`src/rtl/fetch_pkg.sv`:
```
// Shared types and constants for the instruction-fetch front end.
package fetch_pkg;

  localparam int          FQ_DEPTH_DEFAULT = 4;
  localparam logic [31:0] NOP_INSTR        = 32'h0000_0000;
  localparam logic [31:0] PC_STEP          = 32'd4;

  // One buffered fetch: the sequential successor PC travels with the word
  // so decode never has to recompute it.
  typedef struct packed {
    logic [31:0] pc_incr;
    logic [31:0] instr;
  } fq_entry_t;

  // Bits needed to hold an occupancy of 0..depth inclusive.
  function automatic int occ_width(input int depth);
    return $clog2(depth + 1);
  endfunction

  // Redirect targets are word addresses; the low two bits are dropped.
  function automatic logic [31:0] word_align(input logic [31:0] addr);
    return {addr[31:2], 2'b00};
  endfunction

endpackage

```
`src/rtl/fetch_queue_if.sv`:
```
// Handshake bundle between the fetch front end, instruction memory,
// the MEM-stage redirect source and the decode stage.
interface fetch_queue_if
  import fetch_pkg::*;
#(
  parameter int DEPTH = FQ_DEPTH_DEFAULT
);

  logic                         redirect_valid;
  logic [31:0]                  redirect_pc;

  logic [31:0]                  imem_addr;
  logic                         imem_en;
  logic [31:0]                  imem_rdata;

  logic                         id_valid;
  logic                         id_ready;
  logic [31:0]                  id_instr;
  logic [31:0]                  id_pc_incr;

  logic [occ_width(DEPTH)-1:0]  occupancy;

  // Fetch front end side.
  modport master (
    input  redirect_valid,
    input  redirect_pc,
    input  imem_rdata,
    input  id_ready,
    output imem_addr,
    output imem_en,
    output id_valid,
    output id_instr,
    output id_pc_incr,
    output occupancy
  );

  // Environment side: memory, decode and redirect source.
  modport slave (
    output redirect_valid,
    output redirect_pc,
    output imem_rdata,
    output id_ready,
    input  imem_addr,
    input  imem_en,
    input  id_valid,
    input  id_instr,
    input  id_pc_incr,
    input  occupancy
  );

endinterface

```
`src/rtl/fetch_fifo.sv`:
```
// Small synchronous FIFO of fetch entries with a single-cycle flush.
// DEPTH must be a power of two so the pointers wrap naturally.
module fetch_fifo
  import fetch_pkg::*;
#(
  parameter  int DEPTH = FQ_DEPTH_DEFAULT,
  localparam int CW    = occ_width(DEPTH),
  localparam int PW    = (DEPTH > 1) ? $clog2(DEPTH) : 1
) (
  input  logic          clk,
  input  logic          rst,
  input  logic          push,
  input  logic          pop,
  input  logic          flush,
  input  fq_entry_t     wdata,
  output fq_entry_t     rdata,
  output logic          full,
  output logic          empty,
  output logic [CW-1:0] count
);

  fq_entry_t     mem [DEPTH];
  logic [PW-1:0] rd_ptr;
  logic [PW-1:0] wr_ptr;
  logic          do_push;
  logic          do_pop;

  assign full  = (count == CW'(DEPTH));
  assign empty = (count == '0);

  // Flush overrides both sides; a push into a full FIFO is only legal
  // when the head leaves in the same cycle.
  assign do_pop  = pop && !empty && !flush;
  assign do_push = push && (!full || do_pop) && !flush;

  assign rdata = mem[rd_ptr];

  // Payload storage; no reset needed because empty gates what is shown.
  always_ff @(posedge clk) begin
    if (do_push) begin
      mem[wr_ptr] <= wdata;
    end
  end

  // Pointer and count bookkeeping, cleared by reset or flush.
  always_ff @(posedge clk or negedge rst) begin
    if (!rst) begin
      rd_ptr <= '0;
      wr_ptr <= '0;
      count  <= '0;
    end else if (flush) begin
      rd_ptr <= '0;
      wr_ptr <= '0;
      count  <= '0;
    end else begin
      if (do_push) begin
        wr_ptr <= wr_ptr + PW'(1);
      end
      if (do_pop) begin
        rd_ptr <= rd_ptr + PW'(1);
      end
      if (do_push && !do_pop) begin
        count <= count + CW'(1);
      end else if (do_pop && !do_push) begin
        count <= count - CW'(1);
      end
    end
  end

endmodule

```
`src/rtl/fetch_queue.sv`:
```
// Instruction-fetch front end: owns the fetch PC, reads one word per
// cycle from instruction memory and buffers {PC+4, instr} for decode.
//
// Queue state is implied by the occupancy count:
//   state   | meaning
//   EMPTY   | count == 0, nothing offered to decode, outputs forced to 0
//   PARTIAL | 0 < count < DEPTH, fetch and deliver freely
//   FULL    | count == DEPTH, fetch only when decode pops this cycle
module fetch_queue
  import fetch_pkg::*;
#(
  parameter int          DEPTH    = FQ_DEPTH_DEFAULT,
  parameter logic [31:0] RESET_PC = 32'h0000_0000
) (
  input  logic          clk,
  input  logic          rst,
  fetch_queue_if.master bus
);

  localparam int CW = occ_width(DEPTH);

  logic [31:0]   fpc;
  logic [31:0]   fpc_seq;
  logic          push;
  logic          pop;
  logic          full;
  logic          empty;
  logic [CW-1:0] count;
  fq_entry_t     head;
  fq_entry_t     tail_entry;

  // Wraps modulo 2^32 by construction.
  assign fpc_seq = fpc + PC_STEP;

  // A redirect kills both sides of the queue for the cycle; id_ready is
  // ignored while it is asserted.
  assign pop  = !empty && bus.id_ready && !bus.redirect_valid;
  assign push = !bus.redirect_valid && (!full || pop);

  assign tail_entry = '{pc_incr: fpc_seq, instr: bus.imem_rdata};

  // Fetch PC: redirect target wins, otherwise step on every accepted fetch.
  always_ff @(posedge clk or negedge rst) begin
    if (!rst) begin
      fpc <= RESET_PC;
    end else if (bus.redirect_valid) begin
      fpc <= word_align(bus.redirect_pc);
    end else if (push) begin
      fpc <= fpc_seq;
    end
  end

  fetch_fifo #(
    .DEPTH (DEPTH)
  ) u_fifo (
    .clk   (clk),
    .rst   (rst),
    .push  (push),
    .pop   (pop),
    .flush (bus.redirect_valid),
    .wdata (tail_entry),
    .rdata (head),
    .full  (full),
    .empty (empty),
    .count (count)
  );

  // The request strobe is held low while reset is asserted so memory sees
  // no fetch until the core is released.
  assign bus.imem_addr  = fpc;
  assign bus.imem_en    = push && rst;

  // No bypass from imem_rdata: decode only ever sees registered entries.
  assign bus.id_valid   = !empty;
  assign bus.id_instr   = empty ? NOP_INSTR : head.instr;
  assign bus.id_pc_incr = empty ? 32'h0 : head.pc_incr;
  assign bus.occupancy  = count;

endmodule
```
`src/flat_wrapper.sv`:
```
// flat-port wrapper written by rule: the top's interface ports become plain ports
module fetch_queue_flat import fetch_pkg::*;
#(
  parameter int          DEPTH    = FQ_DEPTH_DEFAULT,
  parameter logic [31:0] RESET_PC = 32'h0000_0000
)
  (clk, rst, bus_redirect_valid, bus_redirect_pc, bus_imem_rdata, bus_id_ready, bus_imem_addr, bus_imem_en, bus_id_valid, bus_id_instr, bus_id_pc_incr, bus_occupancy);
  fetch_queue_if #(.DEPTH(DEPTH)) bus_i ();
  input  logic clk;
  input  logic rst;
  input wire logic [$bits(bus_i.redirect_valid)-1:0] bus_redirect_valid;
  input wire logic [$bits(bus_i.redirect_pc)-1:0] bus_redirect_pc;
  input wire logic [$bits(bus_i.imem_rdata)-1:0] bus_imem_rdata;
  input wire logic [$bits(bus_i.id_ready)-1:0] bus_id_ready;
  output wire logic [$bits(bus_i.imem_addr)-1:0] bus_imem_addr;
  output wire logic [$bits(bus_i.imem_en)-1:0] bus_imem_en;
  output wire logic [$bits(bus_i.id_valid)-1:0] bus_id_valid;
  output wire logic [$bits(bus_i.id_instr)-1:0] bus_id_instr;
  output wire logic [$bits(bus_i.id_pc_incr)-1:0] bus_id_pc_incr;
  output wire logic [$bits(bus_i.occupancy)-1:0] bus_occupancy;
  assign bus_i.redirect_valid = bus_redirect_valid;
  assign bus_i.redirect_pc = bus_redirect_pc;
  assign bus_i.imem_rdata = bus_imem_rdata;
  assign bus_i.id_ready = bus_id_ready;
  assign bus_imem_addr = bus_i.imem_addr;
  assign bus_imem_en = bus_i.imem_en;
  assign bus_id_valid = bus_i.id_valid;
  assign bus_id_instr = bus_i.id_instr;
  assign bus_id_pc_incr = bus_i.id_pc_incr;
  assign bus_occupancy = bus_i.occupancy;
  fetch_queue #(.DEPTH(DEPTH), .RESET_PC(RESET_PC)) u_core (.clk(clk), .rst(rst), .bus(bus_i));
endmodule
```
`config.mk`:
```
export PLATFORM = sky130hd
export DESIGN_NAME = fetch_queue_flat
export DESIGN_NICKNAME = d
export VERILOG_FILES = /design/src/rtl/fetch_pkg.sv /design/src/rtl/fetch_queue_if.sv /design/src/rtl/fetch_fifo.sv /design/src/rtl/fetch_queue.sv /design/src/flat_wrapper.sv
export SDC_FILE = /design/constraint.sdc
export NUM_CORES = 1
export LEC_CHECK = 0
export BUFFER_PORTS_ARGS = -buffer_cell sky130_fd_sc_hd__buf_2
export CAP_MARGIN = 10
export CORE_MARGIN = 2
export CORE_UTILIZATION = 62
export CTS_BUF_LIST = sky130_fd_sc_hd__clkbuf_16
export DETAILED_ROUTE_END_ITERATION = 12
export GPL_ROUTABILITY_DRIVEN = 0
export GPL_TIMING_DRIVEN = 0
export PLACE_DENSITY = 0.88
export SLEW_MARGIN = 20
export SYNTH_ARGS = -nofsm -noshare
export SYNTH_HDL_FRONTEND = slang
export SYNTH_SLANG_ARGS = --single-unit
export TNS_END_PERCENT = 5
```
`constraint.sdc`:
```
create_clock -name clk -period 7.2 [get_ports clk]
set_input_delay 1.08 -clock clk [delete_from_list [all_inputs] [get_ports clk]]
set_output_delay 1.08 -clock clk [all_outputs]
set_load 0.03 [all_outputs]
```
==> flow_summary.ini <==
[timing]
worstMarginPinSlew_ps = 927.0
hold_ws_ps = 610.3
timing.fmax_mhz = 236.5
fin_worst_skew_ps = 21.22
max_slew_margin = 0.3763
slew_viol_final = 0
layout_min_cycle_time_ps = 4228
worst_slack_ps = 2972
fin_setup_tns_ps = 0
final-setup-viol-count = 0
hold_violations = 0
rsz0062_at_grt = no
fin_crit_sh = 0.5872

[finish]
fillCellCount = 1145
layout-drive-gt1-share = 0.3026
postLayoutCoreUtil = 0.7507
nets = 998
antenna_cells = 0
area_delta_synth_final_pct = 17.79

[floorplanning]
die_w_um = 143.4
die_h_um = 143.4
pin_count = 169
design.core.area_um2 = 18890
initial_utilization = 0.6373
fp.dieArea_um2 = 20550
rows = 50

[worst_setup_path]
critical_path_class = reg2out
critPathRequiredTime_ps = 6120
critical_path.startpoint_type = flop
cp_max_fo = 10
end_kind = primary output
cp_cell_sequence = clkbuf_1 > buf_1 > mux4_2 > and2_1 > buf_2
cp.arrival_ps = 3150
crit_path_max_incr_delay_ps = 760
cp_slowest_cell = buf_1

[global_routing]
grt_start_max_net_pins = 46
grt_remaining_overflow = 0
first_global_vias = 7194
grt_util_met3 = 0.03932
antenna_found_initial = 0
top_usage_layer = met2
use_met2 = 0.4039
grt_pass1_wl_um = 39180
grt_use_total = 0.2528
grt_use_met1 = 0.3659

[cts]
post_cts_buffers = 0
cts_buffers = 27
cts_tree = yes
ctsResizeCount = 0
clockBufferDepth = 3
clk_pin_slew_ps = 60
htreeDepth = 1
clock-root-buffer = clkbuf_16
worstSkewPairLatency_ps = 540
ctsHoldBuffers = 0
cts_sinks = 285

[job]
max_cap_viol_count = 0

[synth]
ys_top_cells_by_count = 248 x edfxtp_1, 62 x and2_1, 62 x mux4_2
synth_seq_area_share = 0.6954
synthArstFlopShare = 0.1298
yosys_warnings = 0
yosys.cell_count.top_type = edfxtp_1
syn_area_per_cell_um2 = 16.58
synth-seq-cells = 285
netlist_instances = 726
syn-cell-area_um2 = 12040
ys.flop_type = edfxtp_1
synth_top_area_cell = edfxtp_1
synth.area.top_cells = edfxtp_1 62%, mux4_2 12%, dfrtp_1 7.7%
yosysUniqueCellTypes = 41
synth_top_cell_area_share = 0.6185
synth_edf_count = 248

[pwr]
power_per_cell_area_nw_per_um2 = 351.5
leakagePower_nw = 5.027
peakVddDrop_mv = 0.1882

[worst_hold_path]
hp-class = reg2reg

[detailed_routing]
wl_um = 25500
firstDrtPassIters = 6
viasPerCell = 6.060
wire_per_inst_um = 21.16
drtIter0Drc = 694
num_vias = 7302
ant_nets = 0
drc = 0

[placed_design]
place_ws_ps = 3106
dpl.hpwl_um = 16570
io_buffer_count = 161

[status]
status = completed
-- flip-flops by register name (all words and copies together) (netlist names) --
signal	count
u_core.u_fifo.rd_ptr	2
u_core.bus.imem_addr	30
u_core.u_fifo.mem	248
u_core.u_fifo.count	3
u_core.u_fifo.wr_ptr	2
-- kinds of logic after synthesis --
logic type               count (synthesis)  synth area share
AND/OR/NAND/NOR                        212           0.09976
other                                    1         0.0003115
XOR/XNOR                                40           0.02910
flip-flops                             285            0.6954
AO/OA/AOI/OAI                           56           0.02910
multiplexers                            63            0.1168
adder cells (fa/ha/maj)                  6          0.006859
buffers and inverters                   63           0.02265
-- path summary, 6_finish.rpt --
| check | startpoint | to | slack [ps] | depth (start not counted) |
|---|---|---|---|---|
| hold / removal | u_core.u_fifo.wr_ptr[1]$_DFFE_PN0P_ | u_core.u_fifo.wr_ptr[1]$_DFFE_PN0P_ | 610 | 2 |
| setup / recovery | u_core.u_fifo.rd_ptr[0]$_DFFE_PN0P_ | bus_id_pc_incr[11] | 2970 | 5 |
| min in group asynchronous | rst | u_core.bus.imem_addr[27]$_DFFE_PN0N_ | 690 | 1 |
| setup reg to reg | u_core.u_fifo.count[1]$_DFFE_PN0P_ | u_core.u_fifo.count[2]$_DFFE_PN0P_ | 3980 | 9 |
| max in group asynchronous | rst | u_core.bus.imem_addr[19]$_DFFE_PN0N_ | 5930 | 1 |
| hold reg to reg | u_core.u_fifo.wr_ptr[1]$_DFFE_PN0P_ | u_core.u_fifo.wr_ptr[1]$_DFFE_PN0P_ | 610 | 2 |
-- report_power, final --
part           internal [W]  switching (W)  total (W)
logic              0.000551       0.000995    0.00155
registers           0.00200      0.0000755    0.00207
clock network      0.000789       0.000578    0.00137
-- placed cells by master (no fill, tap or decap), drive strengths merged, types with 3 or more instances in the layout --
cell | Yosys | layout
o211ai | 4 | 4
or3 | 4 | 4
and4 | 6 | 6
dfrtp | 37 | 37
clkbuf | 34 | 61
nor2 | 31 | 31
and2 | 62 | 62
conb | 1 | 4
nand3 | 13 | 13
xor2 | 19 | 19
or4 | 20 | 20
buf | 19 | 185
mux4 | 62 | 62
nor3 | 9 | 9
and3 | 7 | 7
clkinv | 0 | 11
ha | 5 | 5
bufinv | 0 | 3
nand2 | 36 | 36
nand4 | 13 | 13
edfxtp | 248 | 248
o31ai | 13 | 13
a31oi | 17 | 17
nor4 | 5 | 5
a21oi | 5 | 5
o21ai | 15 | 15
xnor2 | 21 | 21
inv | 10 | 19
-- area by class of cell --
class | count | area (um2) | area share
inverters | 10 | 37.54 | 0.002647
multi-input cells | 381 | 3432 | 0.2420
flip-flops and latches | 285 | 8373 | 0.5904
clock buffers | 27 | 675.6 | 0.04764
clock inverters | 23 | 182.7 | 0.01288
repair buffers | 166 | 920.9 | 0.06493
well taps | 260 | 325.3 | 0.02294
plain buffers | 53 | 235.2 | 0.01659
-- routing by layer --
metal	share of wire	up-vias
li1	-	3237
met1	0.39	3552
met2	0.48	454
met3	0.093	59
met4	0.029	0
met5	0	-
-- worst max-delay path: cells and delay by family, from the launching register on --
kind	cells	cell delay [ps]
flops	1	320
buf+inv	3	1460
mux	1	650
simple gates	1	180
-- metrics by stage --
step | cells | total power [W] | cell area [um2]
finish | 1205 | 0.004986 | 14180
global route | 1205 | 0.005192 | 14180
CTS | 1205 | 0.005024 | 14180
detailed placement | 1155 | 0.003658 | 13320
global placement | 1150 | 0.003612 | 13180
floorplan | 729 | 0.003185 | 12050
(Power assumes the default switching activity.)
